==> src/rtl/rx_iq_buffer.sv <==
`default_nettype none
// ============================================================================
// Module   : rx_iq_buffer
// Brief    : Synchronises the decimator strobe and queues 4x32-bit IQ entries
//            in a small circular buffer that the bus interface pops.
// Revision : 1.0 - initial release
// ============================================================================
module rx_iq_buffer #(
  parameter int DEPTH = 8
) (
  input  logic               clk_in,
  input  logic               reset,
  input  logic signed [31:0] RX1_I,
  input  logic signed [31:0] RX1_Q,
  input  logic signed [31:0] RX2_I,
  input  logic signed [31:0] RX2_Q,
  input  logic               IQ_valid,
  input  logic               rd_req,
  input  logic               flush,
  output logic [31:0]        OUT_RX1_I,
  output logic [31:0]        OUT_RX1_Q,
  output logic [31:0]        OUT_RX2_I,
  output logic [31:0]        OUT_RX2_Q,
  output logic               rd_valid,
  output logic               rd_underrun,
  output logic [4:0]         fill_level,
  output logic [15:0]        overflow_cnt
);

  localparam int                 c_PTR_W   = (DEPTH > 1) ? $clog2(DEPTH) : 1;
  localparam logic [c_PTR_W-1:0] c_PTR_ONE = c_PTR_W'(1);
  localparam logic [4:0]         c_DEPTH   = 5'(DEPTH);

  logic               r_sync1, r_sync2, r_sync3;
  logic [1:0]         r_live;
  logic               r_armed;
  logic [c_PTR_W-1:0] r_head, r_tail;
  logic [4:0]         r_fill;
  logic [15:0]        r_ovf;
  logic [127:0]       r_out;
  logic               r_rd_valid, r_rd_underrun;
  logic [127:0]       r_mem [DEPTH];

  logic w_wr_strobe, w_full, w_empty, w_do_wr, w_do_rd, w_drop;

  // r_live marks when r_sync2 holds a post-reset sample; the edge detector is
  // armed only after IQ_valid has been seen low, so a level held through reset
  // release never looks like a new sample.
  assign w_wr_strobe = r_armed & r_sync2 & ~r_sync3;
  assign w_full      = (r_fill == c_DEPTH);
  assign w_empty     = (r_fill == 5'd0);
  assign w_do_wr     = w_wr_strobe & (~w_full | rd_req) & ~flush;
  assign w_do_rd     = rd_req & ~w_empty & ~flush;
  assign w_drop      = w_wr_strobe & w_full & ~rd_req & ~flush;

  always_ff @(posedge clk_in or posedge reset) begin
    if (reset) begin
      r_sync1 <= 1'b0;
      r_sync2 <= 1'b0;
      r_sync3 <= 1'b0;
      r_live  <= 2'b00;
      r_armed <= 1'b0;
    end else begin
      r_sync1 <= IQ_valid;
      r_sync2 <= r_sync1;
      r_sync3 <= r_sync2;
      r_live  <= {r_live[0], 1'b1};
      if (r_live[1] && !r_sync2) r_armed <= 1'b1;
    end
  end

  always_ff @(posedge clk_in) begin
    if (w_do_wr) r_mem[r_head] <= {RX1_I, RX1_Q, RX2_I, RX2_Q};
  end

  always_ff @(posedge clk_in or posedge reset) begin
    if (reset) begin
      r_head        <= '0;
      r_tail        <= '0;
      r_fill        <= 5'd0;
      r_ovf         <= 16'd0;
      r_out         <= 128'd0;
      r_rd_valid    <= 1'b0;
      r_rd_underrun <= 1'b0;
    end else if (flush) begin
      r_head        <= '0;
      r_tail        <= '0;
      r_fill        <= 5'd0;
      r_ovf         <= 16'd0;
      r_rd_valid    <= 1'b0;
      r_rd_underrun <= 1'b0;
    end else begin
      r_rd_valid    <= rd_req;
      r_rd_underrun <= rd_req & w_empty;
      if (rd_req) r_out <= w_empty ? 128'd0 : r_mem[r_tail];
      if (w_do_wr) r_head <= r_head + c_PTR_ONE;
      if (w_do_rd) r_tail <= r_tail + c_PTR_ONE;
      case ({w_do_wr, w_do_rd})
        2'b10:   r_fill <= r_fill + 5'd1;
        2'b01:   r_fill <= r_fill - 5'd1;
        default: r_fill <= r_fill;
      endcase
      if (w_drop && r_ovf != 16'hFFFF) r_ovf <= r_ovf + 16'd1;
    end
  end

  assign OUT_RX1_I    = r_out[127:96];
  assign OUT_RX1_Q    = r_out[95:64];
  assign OUT_RX2_I    = r_out[63:32];
  assign OUT_RX2_Q    = r_out[31:0];
  assign rd_valid     = r_rd_valid;
  assign rd_underrun  = r_rd_underrun;
  assign fill_level   = r_fill;
  assign overflow_cnt = r_ovf;

endmodule
`default_nettype wire

==> config.mk <==
export PLATFORM = sky130hd
export DESIGN_NAME = rx_iq_buffer
export DESIGN_NICKNAME = d
export VERILOG_FILES = /design/src/rtl/rx_iq_buffer.sv
export SDC_FILE = /design/constraint.sdc
export NUM_CORES = 1
export LEC_CHECK = 0
export ABC_CLOCK_PERIOD_IN_PS = 20900
export CORE_MARGIN = 1.5
export CORE_UTILIZATION = 43
export CTS_BUF_LIST = sky130_fd_sc_hd__clkbuf_4 sky130_fd_sc_hd__clkbuf_8
export DETAILED_ROUTE_END_ITERATION = 8
export GPL_TIMING_DRIVEN = 0
export HOLD_SLACK_MARGIN = 0.02
export RECOVER_POWER = 100
export SLEW_MARGIN = 20
export SYNTH_ARGS = -nofsm -noshare
export SYNTH_HDL_FRONTEND = slang
export SYNTH_SLANG_ARGS = --single-unit
==> constraint.sdc <==
create_clock -name clk_in -period 20.9 [get_ports clk_in]
set_clock_uncertainty 0.15 [all_clocks]
set_input_delay 3.135 -clock clk_in [delete_from_list [all_inputs] [get_ports clk_in]]
set_output_delay 3.135 -clock clk_in [all_outputs]
set_load 0.05 [all_outputs]
Word-level counts from Yosys, hierarchy flattened
Memories as Yosys holds them, arrays and structs flattened.
Index checks and enable logic that the tools add are counted.
{"block": "totals", "ram_bits": 1024, "memories": 1, "reg_bits": 163}
{"block": "op_classes", "n_mux": 13, "bitwise_logic": 16, "reduce_logical": 9, "add_sub_neg": 5, "eq_ne": 4}
{"memory": "r_mem", "words": 8, "width": 128, "rd": 1, "rd_clocked_by_memory_dff": 0, "wr": 1, "line_no": "42", "source": "logic [127:0] r_mem [DEPTH];"}
{"op": "2-to-1 mux 128 bit", "count": 1}
{"op": "2-to-1 mux 16 bit", "count": 2}
{"op": "adder 16 x 1 -> 16 bit, second input constant", "count": 1}
{"op": "inequality test 16 bit, second input constant", "count": 1}
{"op": "2-to-1 mux 3 bit", "count": 4}
{"op": "bitwise AND 1 bit", "count": 10}
{"op": "one-hot mux 5 bit (2 select lines)", "count": 1}
{"op": "adder 3 x 1 -> 3 bit, second input constant", "count": 2}
{"op": "nonzero test 2 bit", "count": 3}
{"op": "adder 5 x 1 -> 5 bit, second input constant", "count": 1}
{"op": "== test 5 x 4 -> 1 bit, second input constant", "count": 1}
{"op": "logical NOT 5 bit", "count": 1}
{"op": "2-to-1 mux 5 bit", "count": 1}
{"op": "NOT 1 bit", "count": 5}
{"op": "subtractor 5 x 1 -> 5 bit, second input constant", "count": 1}
{"op": "2-to-1 mux 1 bit", "count": 4}
{"op": "nonzero test 3 bit", "count": 1}
{"op": "== test 2 x 1 -> 1 bit, second input constant", "count": 1}
{"op": "== test 2 bit, second input constant", "count": 1}
{"op": "logical AND 1 bit", "count": 2}
{"op": "AND reduction 2 bit", "count": 1}
{"op": "logical NOT 1 bit", "count": 1}
{"op": "OR 1 bit", "count": 1}

Longest topological paths before layout
Gate-level depths: netlist of the first run.
{"block": "depth", "depth_word": 8, "depth_mapped": 9}

Worst setup path after synthesis of the first run
Ideal clock, no wire load.
{"block": "synth_path", "kind": "input -> register", "from": "input port flush", "to": "memory r_mem[2][0], enable pin", "path_slack_ps": 3041, "n_path_buf": 2, "arrival_time_ps": 16735, "stages": 3, "path_cell_list": "clkbuf_1 > buf_1 > nor4b_1"}
{"block": "synth_via", "elab_chain_len": 4}
{"element": "from (decl)", "line_no": "19", "source": "input logic flush,"}
{"element": "NOT 1 bit", "line_no": "52", "source": "assign w_do_wr = w_wr_strobe & (~w_full | rd_req) & ~flush;"}
{"element": "bitwise AND 1 bit", "line_no": "52"}
{"element": "2-to-1 mux 1 bit", "line_no": "73", "source": "if (w_do_wr) r_mem[r_head] <= {RX1_I, RX1_Q, RX2_I, RX2_Q};"}
{"element": "2-to-1 mux 1 bit (implied by the code)", "line_no": "73"}
{"element": "to (decl)", "line_no": "42"}
Every way passes these cells.

==> results.toml, run 1 <==
[routing]
dr.pass1.iters = 5
vias = 22900
wirelength_mm = 107
post_drt_wl_per_cell_um = 24.8
dr.first_iter.drc_count = 1704
antenna_left = 0
drc = 0
viasPerCell = 5.29

[critical_path]
r2r_cells = 9
cpPeakStageDelay_ps = 3250
regToRegSetupSlack_ps = 14310
path_cells = "dlygate4sd3_1 > clkinvlp_2 > clkbuf_1 > clkbuf_1"
critPathKind = "in2async"
crit_required_ps = 20990
cp_data_arrival_time_ps = 10910
rr_endpoint = "r_mem[6][22]$_DFFE_PP_"
crit_path_frequent_cell = "clkbuf_1"
crit_fanout = 69
startpoint = "reset"
cpMaxStageDelayCell = "clkbuf_1"
cp-end-kind = "async pin"
critPathLaunchType = "input pin"
r2r_start = "r_sync3$_DFF_PP0_"

[logic_synthesis]
synth_most_common_cell = "edfxtp_1"
ys_ff_latch = 1187
synthArstFlopShare_pct = 13.7
yosysTopAreaCellShare_pct = 69.2
ys_seq_area_share_pct = 78.4
synth_area_um2 = 44400
syn_avg_cell_area_um2 = 21.3
syn-num-nets = 2228
synth_area_leaders = "edfxtp_1, mux4_2, dfrtp_1"
synth_edf_count = 1024
synth_warnings = 0
synth_top_cell_by_area = "edfxtp_1"
synth_flop_cell = "edfxtp_1"
synthTopCellsByCount = "edfxtp_1, mux4_2, dfrtp_1"
postSynthCellCount = 2090
ys_types = 46

[clocking]
cts_tree = "yes"
post-cts-setup-buffer-count = 0
clk_latency_ps = 860
clock-sinks = 1187
cts_buffers = 190
cts_root_buf = "clkbuf_8"
cts_resized = 0
holdBufCountCts = 0
clk_pin_slew_worst_paths_ps = 60
h-tree-depth = 4
cts_buffer_depth = 3

[die]
core_um2 = 102000
fp.dieW_um = 324
initial_core_util_pct = 43.5
die_area_um2 = 105000
die_y_um = 324
boundaryPins = 284
row_count = 117

[global_routing]
grtUsageTotal_pct = 20.6
gr-total-overflow = 0
grt_pass1_wl_mm = 159
antenna_found_initial = 41
grt_pass1_vias = 24400
grt_max_degree = 70

[sta]
post-route-period-util_pct = 51.8
worstMarginPinSlew_ps = 4610
hold_viol_final = 0
final-setup-viol-count = 0
fin_crit_ps = 10820
slew_headroom_pct = -207
rsz0062_at_grt = "false"
timing.fmax_ghz = 0.0924
timing.hold.ws_ps = 204
slew_viol_final = 186

[pwr]
peakVddDrop_mv = 0.0893
power_density_nw_per_um2 = 120
leakage_nw = 17.8

[placement]
globalplace.congestion = 0.787
dp_hpwl_mm = 73.1
io_buffer_count = 283

[worst_hold_path]
hold_path_depth = 0
hp-class = "reg2reg"
hp-start = "r_live[0]$_DFF_PP0_"
min_to = "r_live[1]$_DFF_PP0_"

[cells_and_area]
fin_nets = 2915
drive_gt1_share_pct = 21.4
utilization_pct = 52.8
syn_to_final_growth_pct = 21.3

[run_status]
violations = "max-capacitance violations, max-slew violations"
outcome = "finished with violations"

[job]
max_cap_viol_count = 5
==> where the power goes <==
group          internal (W)  switching [W]  total, W
Clock               0.00118       0.000906   0.00208
Sequential          0.00272      0.0000929   0.00282
Combinational      0.000585        0.00100   0.00159
==> cell usage in the layout (no fill, tap or decap), types with 10 or more instances in the layout <==
master,Yosys,layout
edfxtp_1,1024,1024
dlygate4sd3_1,0,283
clkbuf_1,65,275
mux4_2,256,256
clkbuf_8,0,215
dfrtp_1,163,163
nand2_1,143,143
o21ai_0,132,133
mux2i_1,131,131
clkbuf_4,0,67
clkinv_2,0,31
nor2_1,27,27
buf_2,27,25
clkinv_1,0,23
buf_1,17,15
xnor2_1,14,14
diode_2,0,11
nor4_1,9,10
==> logic make-up (layout without fill, tap and decap cells) <==
logic type | Yosys count | count (layout) | share of synthesized area, %
DFF | 1187 | 1187 | 78.4
muxes | 391 | 391 | 16.0
and+or+nand+nor | 221 | 221 | 2.20
AOI/OAI and AO/OA | 152 | 152 | 1.79
buffers and inverters | 115 | 967 | 1.06
xor gates and xnor gates | 18 | 18 | 0.355
adders and majority gates | 5 | 5 | 0.141
other | 1 | 12 | 0.00844
==> registers in the layout, indices dropped and copies added, names as in the netlist <==
name / count
r_mem: 1024
r_out: 128
overflow_cnt: 16
fill_level: 5
r_head: 3
r_tail: 3
r_live: 2
r_armed: 1
r_sync1: 1
r_sync2: 1
r_sync3: 1
rd_underrun: 1
rd_valid: 1
==> per-stage QoR <==
stage,TNS [ps],worst slack (ps),cells,total power [W],area [um^2]
after floorplan,0,3040,2090,0.00395,44400
after global placement,-9639700,-13960,3741,0.00453,49000
after detailed placement,0,13570,3953,0.00454,50700
after CTS,0,14480,4310,0.00664,54800
after global routing,0,8640,4314,0.00676,53900
final,0,10080,4321,0.00649,53900
==> layout make-up <==
type | instances | area [um^2]
fill | 8228 | 48100
sequential | 1187 | 34800
multi-input combinational | 788 | 9110
timing repair buffer | 495 | 3650
clock buffer | 282 | 3460
tap | 1368 | 1710
clock inverter | 75 | 623
buffer | 110 | 452
antenna | 11 | 27.5
inverter | 5 | 20.0
==> worst max-delay path: cells and delay by family <==
kind | cells | cell delay [ps]
buf+inv | 4 | 7640
==> how the worst max path moves through the flow <==
| stage | slack, ps | cells past startpoint | to |
|---|---|---|---|
| floorplan | 3040 | 3 | r_mem[2][0]$_DFFE_PP_ |
| global placement | -13960 | 5 | r_mem[3][72]$_DFFE_PP_ |
| detailed placement | 13570 | 14 | r_mem[3][25]$_DFFE_PP_ |
| CTS | 14480 | 14 | r_mem[3][26]$_DFFE_PP_ |
| global route | 8640 | 4 | r_out[85]$_DFFE_PP0P_ |
| finish | 10080 | 4 | r_out[85]$_DFFE_PP0P_ |
==> routing by layer <==
| metal | track usage (%) | vias up | routed length (um) |
|---|---|---|---|
| met5 | 0 | - | 193 |
| met4 | 6.08 | 28 | 2200 |
| met3 | 5.28 | 205 | 6860 |
| met2 | 34.4 | 681 | 53800 |
| met1 | 26.7 | 12000 | 44200 |
| li1 | - | 9946 | - |
(Power assumes the default switching activity.)
==> run 2, diff against run 1 <==
- ABC_CLOCK_PERIOD_IN_PS: 20900 -> 8800
- clock period: 20.9 -> 8.8 ns (I/O delays scaled with it)
==> results.toml, run 2 (synthesized netlist as in run 1, its figures left out) <==
[run_status]
violations = "max-capacitance violations, max-slew violations"
outcome = "finished with violations"

[routing]
antenna_left = 0
post_drt_wl_per_cell_um = 25.4
drc = 0
dr.first_iter.drc_count = 1712
dr.pass1.iters = 5
wirelength_mm = 108
viasPerCell = 5.36
vias = 22700

[clocking]
clk_pin_slew_worst_paths_ps = 60
cts_tree = "yes"
post-cts-setup-buffer-count = 0
cts_buffer_depth = 3
clock-sinks = 1187
holdBufCountCts = 0
cts_buffers = 192
cts_resized = 0
clk_latency_ps = 850
h-tree-depth = 4
cts_root_buf = "clkbuf_8"

[placement]
place_inst = 3869
globalplace.congestion = 0.794
post-place-ws_ps = 3630
dp_hpwl_mm = 70.5
io_buffer_count = 283

[pwr]
peakVddDrop_mv = 0.169
power_density_nw_per_um2 = 285
leakage_nw = 17.8
total_power_w = 0.0153

[critical_path]
cpMaxStageDelayCell = "nor4b_1"
crit_fanout = 9
crit_required_ps = 9180
cp-end-kind = "register"
critPathKind = "in2reg"
critPathLaunchType = "input pin"
path_cells = "dlygate4sd3_1 > nand2b_1 > o21a_1 > nand2b_1 > nor4b_1 > clkbuf_1 > clkbuf_1 > buf_6 > clkbuf_1 > buf_8"
cpPeakStageDelay_ps = 1720
cp_data_arrival_time_ps = 6740
crit_path_frequent_cell = "clkbuf_1"

[cells_and_area]
final_common_cell = "edfxtp_1"
fin_nets = 2833
seqCellArea_um2 = 34800
largest_reg_flops = 1024
layout_common_cells = "edfxtp_1, dlygate4sd3_1, mux4_2, clkbuf_8, clkbuf_1"
drive_gt1_share_pct = 23.0
largest-register = "r_mem"
finalNonFillerCells = 4237
utilization_pct = 52.7
fillCellCount = 8114
syn_to_final_growth_pct = 21.0
multi_input_area_um2 = 9120

[global_routing]
use_met3_pct = 4.87
grtUsageTotal_pct = 20.7
grt_use_met2_pct = 33.7
grt_pass1_wl_mm = 159
gr-total-overflow = 0
use_met1_pct = 28.1
grt_max_degree = 75
grt-busiest-layer = "met2"
antenna_found_initial = 51
grt_pass1_vias = 23900

[sta]
worstMarginPinSlew_ps = 2130
post-route-period-util_pct = 72.3
fin_crit_ps = 6360
hold_viol_final = 0
final-setup-viol-count = 0
slew_headroom_pct = -44.3
worst_slack_ps = 2440
timing.fmax_ghz = 0.157
rsz0062_at_grt = "false"
slew_viol_final = 96
setup_tns_ps = 0

[die]
core_um2 = 102000
initial_core_util_pct = 43.5
die_y_um = 324
row_count = 117
fp.dieW_um = 324
boundaryPins = 284
die_area_um2 = 105000

[job]
max_cap_viol_count = 10

[worst_hold_path]
hp-class = "reg2reg"
==> run 2: changes by cell type in the layout (fill, tap and decap cells not counted), sizes merged <==
cell,change
clkbuf,-93
buf,+26
bufinv,-7
diode,-6
clkinv,-4
clkinvlp,-2
inv,+2
==> run 2: layer usage <==
metal  part of all wire (%)  routed length (um)  vias to the layer above
met5                   0.16                 169                        -
met4                    2.0                2130                       26
li1                       -                   -                     9779
met2                     49               52700                      747
met3                    6.2                6670                      201
met1                     43               45800                    11900
==> run 2: worst paths after layout <==
check | startpoint | end | slack [ps] | cells past startpoint
setup / recovery | rd_req | r_mem[4][74]$_DFFE_PP_ | 2440 | 10
hold / removal | r_sync1$_DFF_PP0_ | r_sync2$_DFF_PP0_ | 220 | 0
setup reg to reg | r_sync3$_DFF_PP0_ | r_mem[4][74]$_DFFE_PP_ | 3020 | 10
hold reg to reg | r_sync1$_DFF_PP0_ | r_sync2$_DFF_PP0_ | 220 | 0
max in group asynchronous | reset | r_out[95]$_DFFE_PP0P_ | 6320 | 3
min in group asynchronous | reset | r_out[38]$_DFFE_PP0P_ | 1080 | 2
==> run 2: worst max-delay path: cells and delay by family <==
| family | cells | cell delay (ps) |
|---|---|---|
| buffers and inverters | 6 | 3020 |
| and+or+nand+nor | 3 | 2110 |
| AOI/OAI and AO/OA | 1 | 260 |
==> run 2: area by class of cell <==
| class | instances | area share (%) |
|---|---|---|
| tap | 1368 | 3.19 |
| clock buffer | 299 | 6.73 |
| sequential | 1187 | 64.8 |
| inverter | 5 | 0.0373 |
| antenna | 5 | 0.0233 |
| multi-input combinational | 788 | 17.0 |
| timing repair buffer | 411 | 6.59 |
| clock inverter | 64 | 0.787 |
| buffer | 110 | 0.855 |
==> run 2: stage by stage <==
step                hold WS (ps)  instance area [um^2]
floorplan                    181                 44500
global placement             183                 49000
detailed placement           185                 50700
CTS                          220                 54700
global route                 227                 53700
finish                       221                 53700
==> run 2: power by group <==
group | total (W) | leakage, nW | switching [W] | internal (W)
Combinational | 0.00377 | 4.31 | 0.00238 | 0.00139
Sequential | 0.00670 | 11.3 | 0.000229 | 0.00647
Clock | 0.00486 | 2.17 | 0.00217 | 0.00269
